**config.mk**
```make
export PLATFORM = sky130hd
export DESIGN_NAME = dtree_channel_scheduler
export DESIGN_NICKNAME = d
export VERILOG_FILES = /design/src/rtl/dtree_channel_scheduler.sv
export SDC_FILE = /design/constraint.sdc
export NUM_CORES = 1
export LEC_CHECK = 0
export BUFFER_PORTS_ARGS = -buffer_cell sky130_fd_sc_hd__buf_2
export CAP_MARGIN = 20
export CORE_MARGIN = 2
export CORE_UTILIZATION = 45
export DETAILED_ROUTE_END_ITERATION = 10
export PLACE_DENSITY = 0.69
export SETUP_SLACK_MARGIN = 0.3
export SYNTH_ARGS = -nofsm -noshare
export SYNTH_HDL_FRONTEND = slang
export SYNTH_SLANG_ARGS = --single-unit
```
**constraint.sdc**
```tcl
create_clock -name clk -period 6 [get_ports clk]
set_clock_uncertainty 0.1 [all_clocks]
set_input_delay 0.9 -clock clk [delete_from_list [all_inputs] [get_ports clk]]
set_output_delay 0.9 -clock clk [all_outputs]
set_load 0.005 [all_outputs]
```
**src/rtl/dtree_channel_scheduler.sv**
```systemverilog
// dtree_channel_scheduler
// Shares one dtree classifier between CHANNELS electrode channels. A
// round-robin arbiter picks one pending channel and copies its whole feature
// vector. The vector is then streamed one sample at a time into dtree. The
// block waits for the classification and returns it tagged with the channel id.
// A watchdog turns a classifier that never answers into a timeout result.
//
// Handshakes: a transfer happens on a rising clock edge where both valid and
// ready are 1. A valid, once raised, keeps its payload stable until that edge.
// There are three handshakes: ch_valid/ch_ready (grant),
// dt_valid/dt_ready (sample) and res_valid/res_ready (result).
//
// Ports:
//   clk, reset           rising-edge clock, asynchronous active-low reset
//   ch_valid/ch_ready    per-channel request / one-hot grant (IDLE only)
//   ch_features          channel c, feature f at [(c*FEATURES+f)*IN_WIDTH +: IN_WIDTH]
//   dt_valid/dt_ready    sample stream to dtree, payload dt_sample
//   dt_level/dt_path     dtree result, qualified by dt_out_valid
//   res_*                tagged result; res_timeout marks a watchdog result
//   stray_err            sticky flag for dt_out_valid seen outside WAIT
//   busy                 state != IDLE
//   state_dbg            raw FSM state (0 IDLE, 1 SEND, 2 WAIT, 3 RESULT)
module dtree_channel_scheduler #(
  parameter int CHANNELS = 4,
  parameter int CH_WIDTH = 2,
  parameter int FEATURES = 3,
  parameter int IN_WIDTH = 10,
  parameter int TIMEOUT  = 64
) (
  input  logic                                   clk,
  input  logic                                   reset,
  input  logic [CHANNELS-1:0]                    ch_valid,
  output logic [CHANNELS-1:0]                    ch_ready,
  input  logic [CHANNELS*FEATURES*IN_WIDTH-1:0]  ch_features,
  input  logic                                   dt_ready,
  output logic                                   dt_valid,
  output logic [IN_WIDTH-1:0]                    dt_sample,
  input  logic [1:0]                             dt_level,
  input  logic [1:0]                             dt_path,
  input  logic                                   dt_out_valid,
  output logic                                   res_valid,
  input  logic                                   res_ready,
  output logic [CH_WIDTH-1:0]                    res_channel,
  output logic [1:0]                             res_level,
  output logic [1:0]                             res_path,
  output logic                                   res_timeout,
  output logic                                   stray_err,
  output logic                                   busy,
  output logic [1:0]                             state_dbg
);

  localparam logic [1:0] S_IDLE   = 2'd0;
  localparam logic [1:0] S_SEND   = 2'd1;
  localparam logic [1:0] S_WAIT   = 2'd2;
  localparam logic [1:0] S_RESULT = 2'd3;

  localparam int IDX_W = (FEATURES > 1) ? $clog2(FEATURES) : 1;
  localparam int TMR_W = $clog2(TIMEOUT + 1);

  logic [1:0]          state;
  logic [CH_WIDTH-1:0] last_grant;
  logic [CH_WIDTH-1:0] cur_ch;
  logic [IDX_W-1:0]    idx;
  logic [TMR_W-1:0]    timer;
  logic [IN_WIDTH-1:0] sample_buf [FEATURES];

  logic                win_found;
  logic [CH_WIDTH-1:0] win_ch;
  logic [CH_WIDTH-1:0] cand;

  // Search starts just after the last granted channel, so every channel is
  // served once per rotation. The rotation advances only on grants.
  always_comb begin
    win_found = 1'b0;
    win_ch    = '0;
    cand      = '0;
    for (int i = 0; i < CHANNELS; i++) begin
      cand = CH_WIDTH'((int'(last_grant) + 1 + i) % CHANNELS);
      if (!win_found && ch_valid[cand]) begin
        win_found = 1'b1;
        win_ch    = cand;
      end
    end
  end

  // The grant is gated by reset because the reset state is IDLE. Without the
  // gate, a channel holding ch_valid would see a grant while the block is
  // still held in reset.
  always_comb begin
    ch_ready = '0;
    if (state == S_IDLE && reset && win_found) ch_ready[win_ch] = 1'b1;
  end

  assign dt_valid  = (state == S_SEND);
  assign dt_sample = (state == S_SEND) ? sample_buf[idx] : '0;
  assign res_valid = (state == S_RESULT);
  assign busy      = (state != S_IDLE);
  assign state_dbg = state;

  always_ff @(posedge clk or negedge reset) begin
    if (!reset) begin
      state       <= S_IDLE;
      last_grant  <= CH_WIDTH'(CHANNELS - 1);
      cur_ch      <= '0;
      idx         <= '0;
      timer       <= '0;
      res_channel <= '0;
      res_level   <= '0;
      res_path    <= '0;
      res_timeout <= 1'b0;
      stray_err   <= 1'b0;
      for (int f = 0; f < FEATURES; f++) sample_buf[f] <= '0;
    end else begin
      if (dt_out_valid && state != S_WAIT) stray_err <= 1'b1;

      case (state)
        S_IDLE: begin
          if (win_found) begin
            for (int f = 0; f < FEATURES; f++)
              sample_buf[f] <= ch_features[(int'(win_ch) * FEATURES + f) * IN_WIDTH +: IN_WIDTH];
            cur_ch     <= win_ch;
            last_grant <= win_ch;
            idx        <= '0;
            state      <= S_SEND;
          end
        end
        S_SEND: begin
          if (dt_ready) begin
            if (idx == IDX_W'(FEATURES - 1)) begin
              timer <= '0;
              state <= S_WAIT;
            end else begin
              idx <= idx + 1'b1;
            end
          end
        end
        S_WAIT: begin
          timer <= timer + 1'b1;
          // A real answer wins over the watchdog when both occur in the same cycle.
          if (dt_out_valid) begin
            res_level   <= dt_level;
            res_path    <= dt_path;
            res_channel <= cur_ch;
            res_timeout <= 1'b0;
            state       <= S_RESULT;
          end else if (timer == TMR_W'(TIMEOUT - 1)) begin
            res_level   <= '0;
            res_path    <= '0;
            res_channel <= cur_ch;
            res_timeout <= 1'b1;
            state       <= S_RESULT;
          end
        end
        default: begin
          if (res_ready) state <= S_IDLE;
        end
      endcase
    end
  end

endmodule

```
==> summary.log <==
qor: logic_synthesis.total_of_warnings_raised_by_yosys 0
qor: routing.wl 23200 um
qor: finish.post_layout_net_count 966
qor: global_routing.gr-total-overflow 0
qor: timing.maxSlewViolCount 0
qor: worst_setup_path.setup.worst_path.end_class flip-flop
qor: routing.wl_per_cell 23.2 um
qor: clocking.cts_hold_buf 0
qor: placed_design.placement.io_buffers 159
qor: logic_synthesis.postSynthNetCount 847
qor: die.core 13900 um^2
qor: routing.firstDrtPassIters 5
qor: placed_design.detailed_place_hpwl 17700 um
qor: clocking.cts_resized 0
qor: worst_setup_path.cp-start-kind primary input
qor: logic_synthesis.post_synth.cell_area_avg 9.19 um^2
qor: timing.final.setup.tns 0 ns
qor: logic_synthesis.seq_area_frac_synth 20.7%
qor: die.die-width 123 um
qor: worst_hold_path.min_path_type reg2reg
qor: global_routing.wire_length_of_the_first_global_routing_pass 35700 um
qor: timing.hold_ws 0.357 ns
qor: logic_synthesis.synth-seq-cells 53
qor: die.start_util 46.2%
qor: clocking.numCtsBuffers 5
qor: logic_synthesis.synth_enable_flop_cells 0
qor: worst_setup_path.crit_arrival 4.69 ns
qor: routing.route.antenna.remaining_nets 0
qor: power.peakVddDrop 270 uV
qor: routing.route.detailed.drc 0
qor: finish.final_util 53.7%
qor: outcome.status finished clean
qor: routing.drt_first_iter_violations 765
qor: worst_setup_path.max_fanout_on_critical_path 36
qor: die.die_h 123 um
qor: global_routing.first_global_vias 6424
qor: timing.grt_setup_unrepaired no
qor: clocking.cts.reportedPaths.clkPinSlew 0.07 ns
qor: die.die-area 15200 um^2
qor: clocking.worst_skew_pair.late_latency 0.30 ns
qor: worst_setup_path.r2r_slack 1.48 ns
qor: finish.areaGrowthSynthToFinish 16.3%
qor: die.top_level_ports 160
qor: finish.final_common_cell buf_2
qor: clocking.clock-root-buffer clkbuf_16
qor: logic_synthesis.synth.cell_area 6410 um^2
qor: placed_design.finalWeightedCongestion 1.01
qor: timing.setup_viol 0
qor: worst_setup_path.critical_path_required 6.08 ns
qor: routing.via_count 6753
qor: finish.final_layout_size_suffix_gt1_share 34.4%
qor: timing.report.final.hold_viol_count 0
qor: timing.tightestPinTransition 0.950 ns
qor: logic_synthesis.async_flop_share 100%
qor: clocking.ctsLongestPathBuffers 2
qor: global_routing.globalRouteTotalUtil 30.4%
qor: clocking.tritoncts built
qor: worst_setup_path.setup_crit_path_kind in2reg
qor: finish.antenna_cells 0
qor: finish.top_library_cells_by_usage_in_the_layout_fill_and_taps_aside 159 x buf_2, 103 x nand2_1, 66 x mux4_2
qor: flow_run.max_cap_violation_count 0
qor: routing.viasPerCell 6.77
qor: clocking.cts_htree_levels 2
qor: logic_synthesis.netlist-cell-type-count 58
qor: global_routing.number_of_antenna_violations_at_the_first_check_in_global_routing 0
qor: clocking.cts_setup_buffers 0
qor: timing.timing.final.crit_period 4.61 ns
qor: logic_synthesis.syn_inst 697
qor: power.power.static_leakage 3.19 nW
qor: die.num_rows 43
qor: logic_synthesis.leading_register_cell_type_out_of_synthesis dfrtp_1
qor: timing.final_min_period_over_clock_period 76.8%
qor: clocking.clock-sinks 53
qor: global_routing.grt_max_degree 65
qor: power.power_density 549 nW/um^2
qor: timing.slew-limit-headroom 36.4%
qor: timing.fmax 217 MHz
## stage by stage
stage | instances | total power, mW | instance area [um^2] | worst slack (ns)
after floorplan | 697 | 2.94 | 6410 | 1.40
after global placement | 989 | 3.69 | 7290 | 1.27
after detailed placement | 989 | 3.72 | 7290 | 1.16
after CTS | 997 | 4.04 | 7450 | 1.46
after global routing | 997 | 4.38 | 7450 | 1.16
final | 997 | 4.09 | 7450 | 1.39
## cell usage after synthesis, types with 3 or more instances
master	number	area, um^2
a22oi_1	14	105
mux2_2	24	270
o311ai_0	5	43.8
dfrtp_1	51	1280
a21oi_1	33	165
a221oi_1	3	26.3
and3_1	9	56.3
nor2_1	52	195
nor3_1	11	55.1
o211ai_1	13	97.6
o22ai_1	8	50.1
ha_1	17	213
inv_1	14	52.6
buf_4	5	37.5
a211oi_1	5	37.5
o22a_1	4	35.0
mux4_2	66	1490
a31oi_1	7	43.8
a22o_1	7	61.3
xor2_1	5	43.8
o21ai_0	40	200
a21o_1	3	22.5
buf_2	17	85.1
nor4_1	5	31.3
nand4_1	6	37.5
nand2b_1	7	43.8
mux2i_1	52	521
nand3_1	22	110
nand2_1	103	387
clkbuf_1	33	124
a32o_1	10	100
buf_1	4	15.0
a311oi_1	3	26.3
o2111ai_1	3	26.3
## flip-flops by register name, summed over array words and instances, names as in the netlist
register and cells:
cur_ch 2, idx 2, last_grant 2, res_channel 2
res_level 2, res_path 2, res_timeout 1, sample_buf 30
state_dbg 2, stray_err 1, timer 7
## routing by layer
| metal | share of wire [%] | up-vias | track usage, % |
|---|---|---|---|
| li1 | - | 2929 | - |
| met1 | 42 | 3320 | 44.7 |
| met2 | 45 | 462 | 46.8 |
| met3 | 11 | 42 | 5.30 |
| met4 | 2.1 | 0 | 7.17 |
| met5 | 0 | - | 0 |
## final timing paths
path	from	end	cells after the start
setup / recovery	ch_valid[2]	sample_buf[18]$_DFFE_PN0P_	14
hold / removal	stray_err$_DFFE_PN0P_	stray_err$_DFFE_PN0P_	1
setup reg to reg	last_grant[1]$_DFFE_PN1P_	sample_buf[18]$_DFFE_PN0P_	13
hold reg to reg	stray_err$_DFFE_PN0P_	stray_err$_DFFE_PN0P_	1
max in group asynchronous	reset	sample_buf[12]$_DFFE_PN0P_	2
min in group asynchronous	reset	res_level[0]$_DFFE_PN0P_	2
## layout make-up
cell class                 instances  area (um^2)
multi-input combinational        566         4780
clock inverter                     1         5.00
clock buffer                       7          153
inverter                          18         70.1
fill                            1271         6430
sequential                        53         1330
tap                              180          225
timing repair buffer             172          893
## report_power, final
part           total (mW)  internal, mW  switching, mW  leakage, nW
combinational        3.11          1.34           1.77         2.45
clock               0.312         0.177          0.135       0.0799
sequential          0.668         0.524          0.144        0.657
total                4.09          2.04           2.05         3.19
## worst max-delay path: stages
cell and delay [ns]:
buf_2 0.11, nand2b_1 0.13, a21boi_2 0.28, o21ai_4 0.06, buf_4 0.23, inv_4 0.42
ha_1 0.51, xor2_4 0.66, mux2i_1 0.31, nand2_1 0.07, and3_1 0.20, a311oi_1 0.45
a21oi_1 0.11, a22o_1 0.23
## cells by family after synthesis
| family | Yosys count | share of synthesized area (%) |
|---|---|---|
| and+or+nand+nor | 219 | 14.7 |
| AOI/OAI and AO/OA | 181 | 19.4 |
| muxes | 142 | 35.5 |
| xor gates and xnor gates | 7 | 0.957 |
| adders and majority gates | 17 | 3.32 |
| buffers and inverters | 78 | 5.35 |
| DFF | 53 | 20.7 |
No activity file was read; power rests on OpenSTA's default activity.
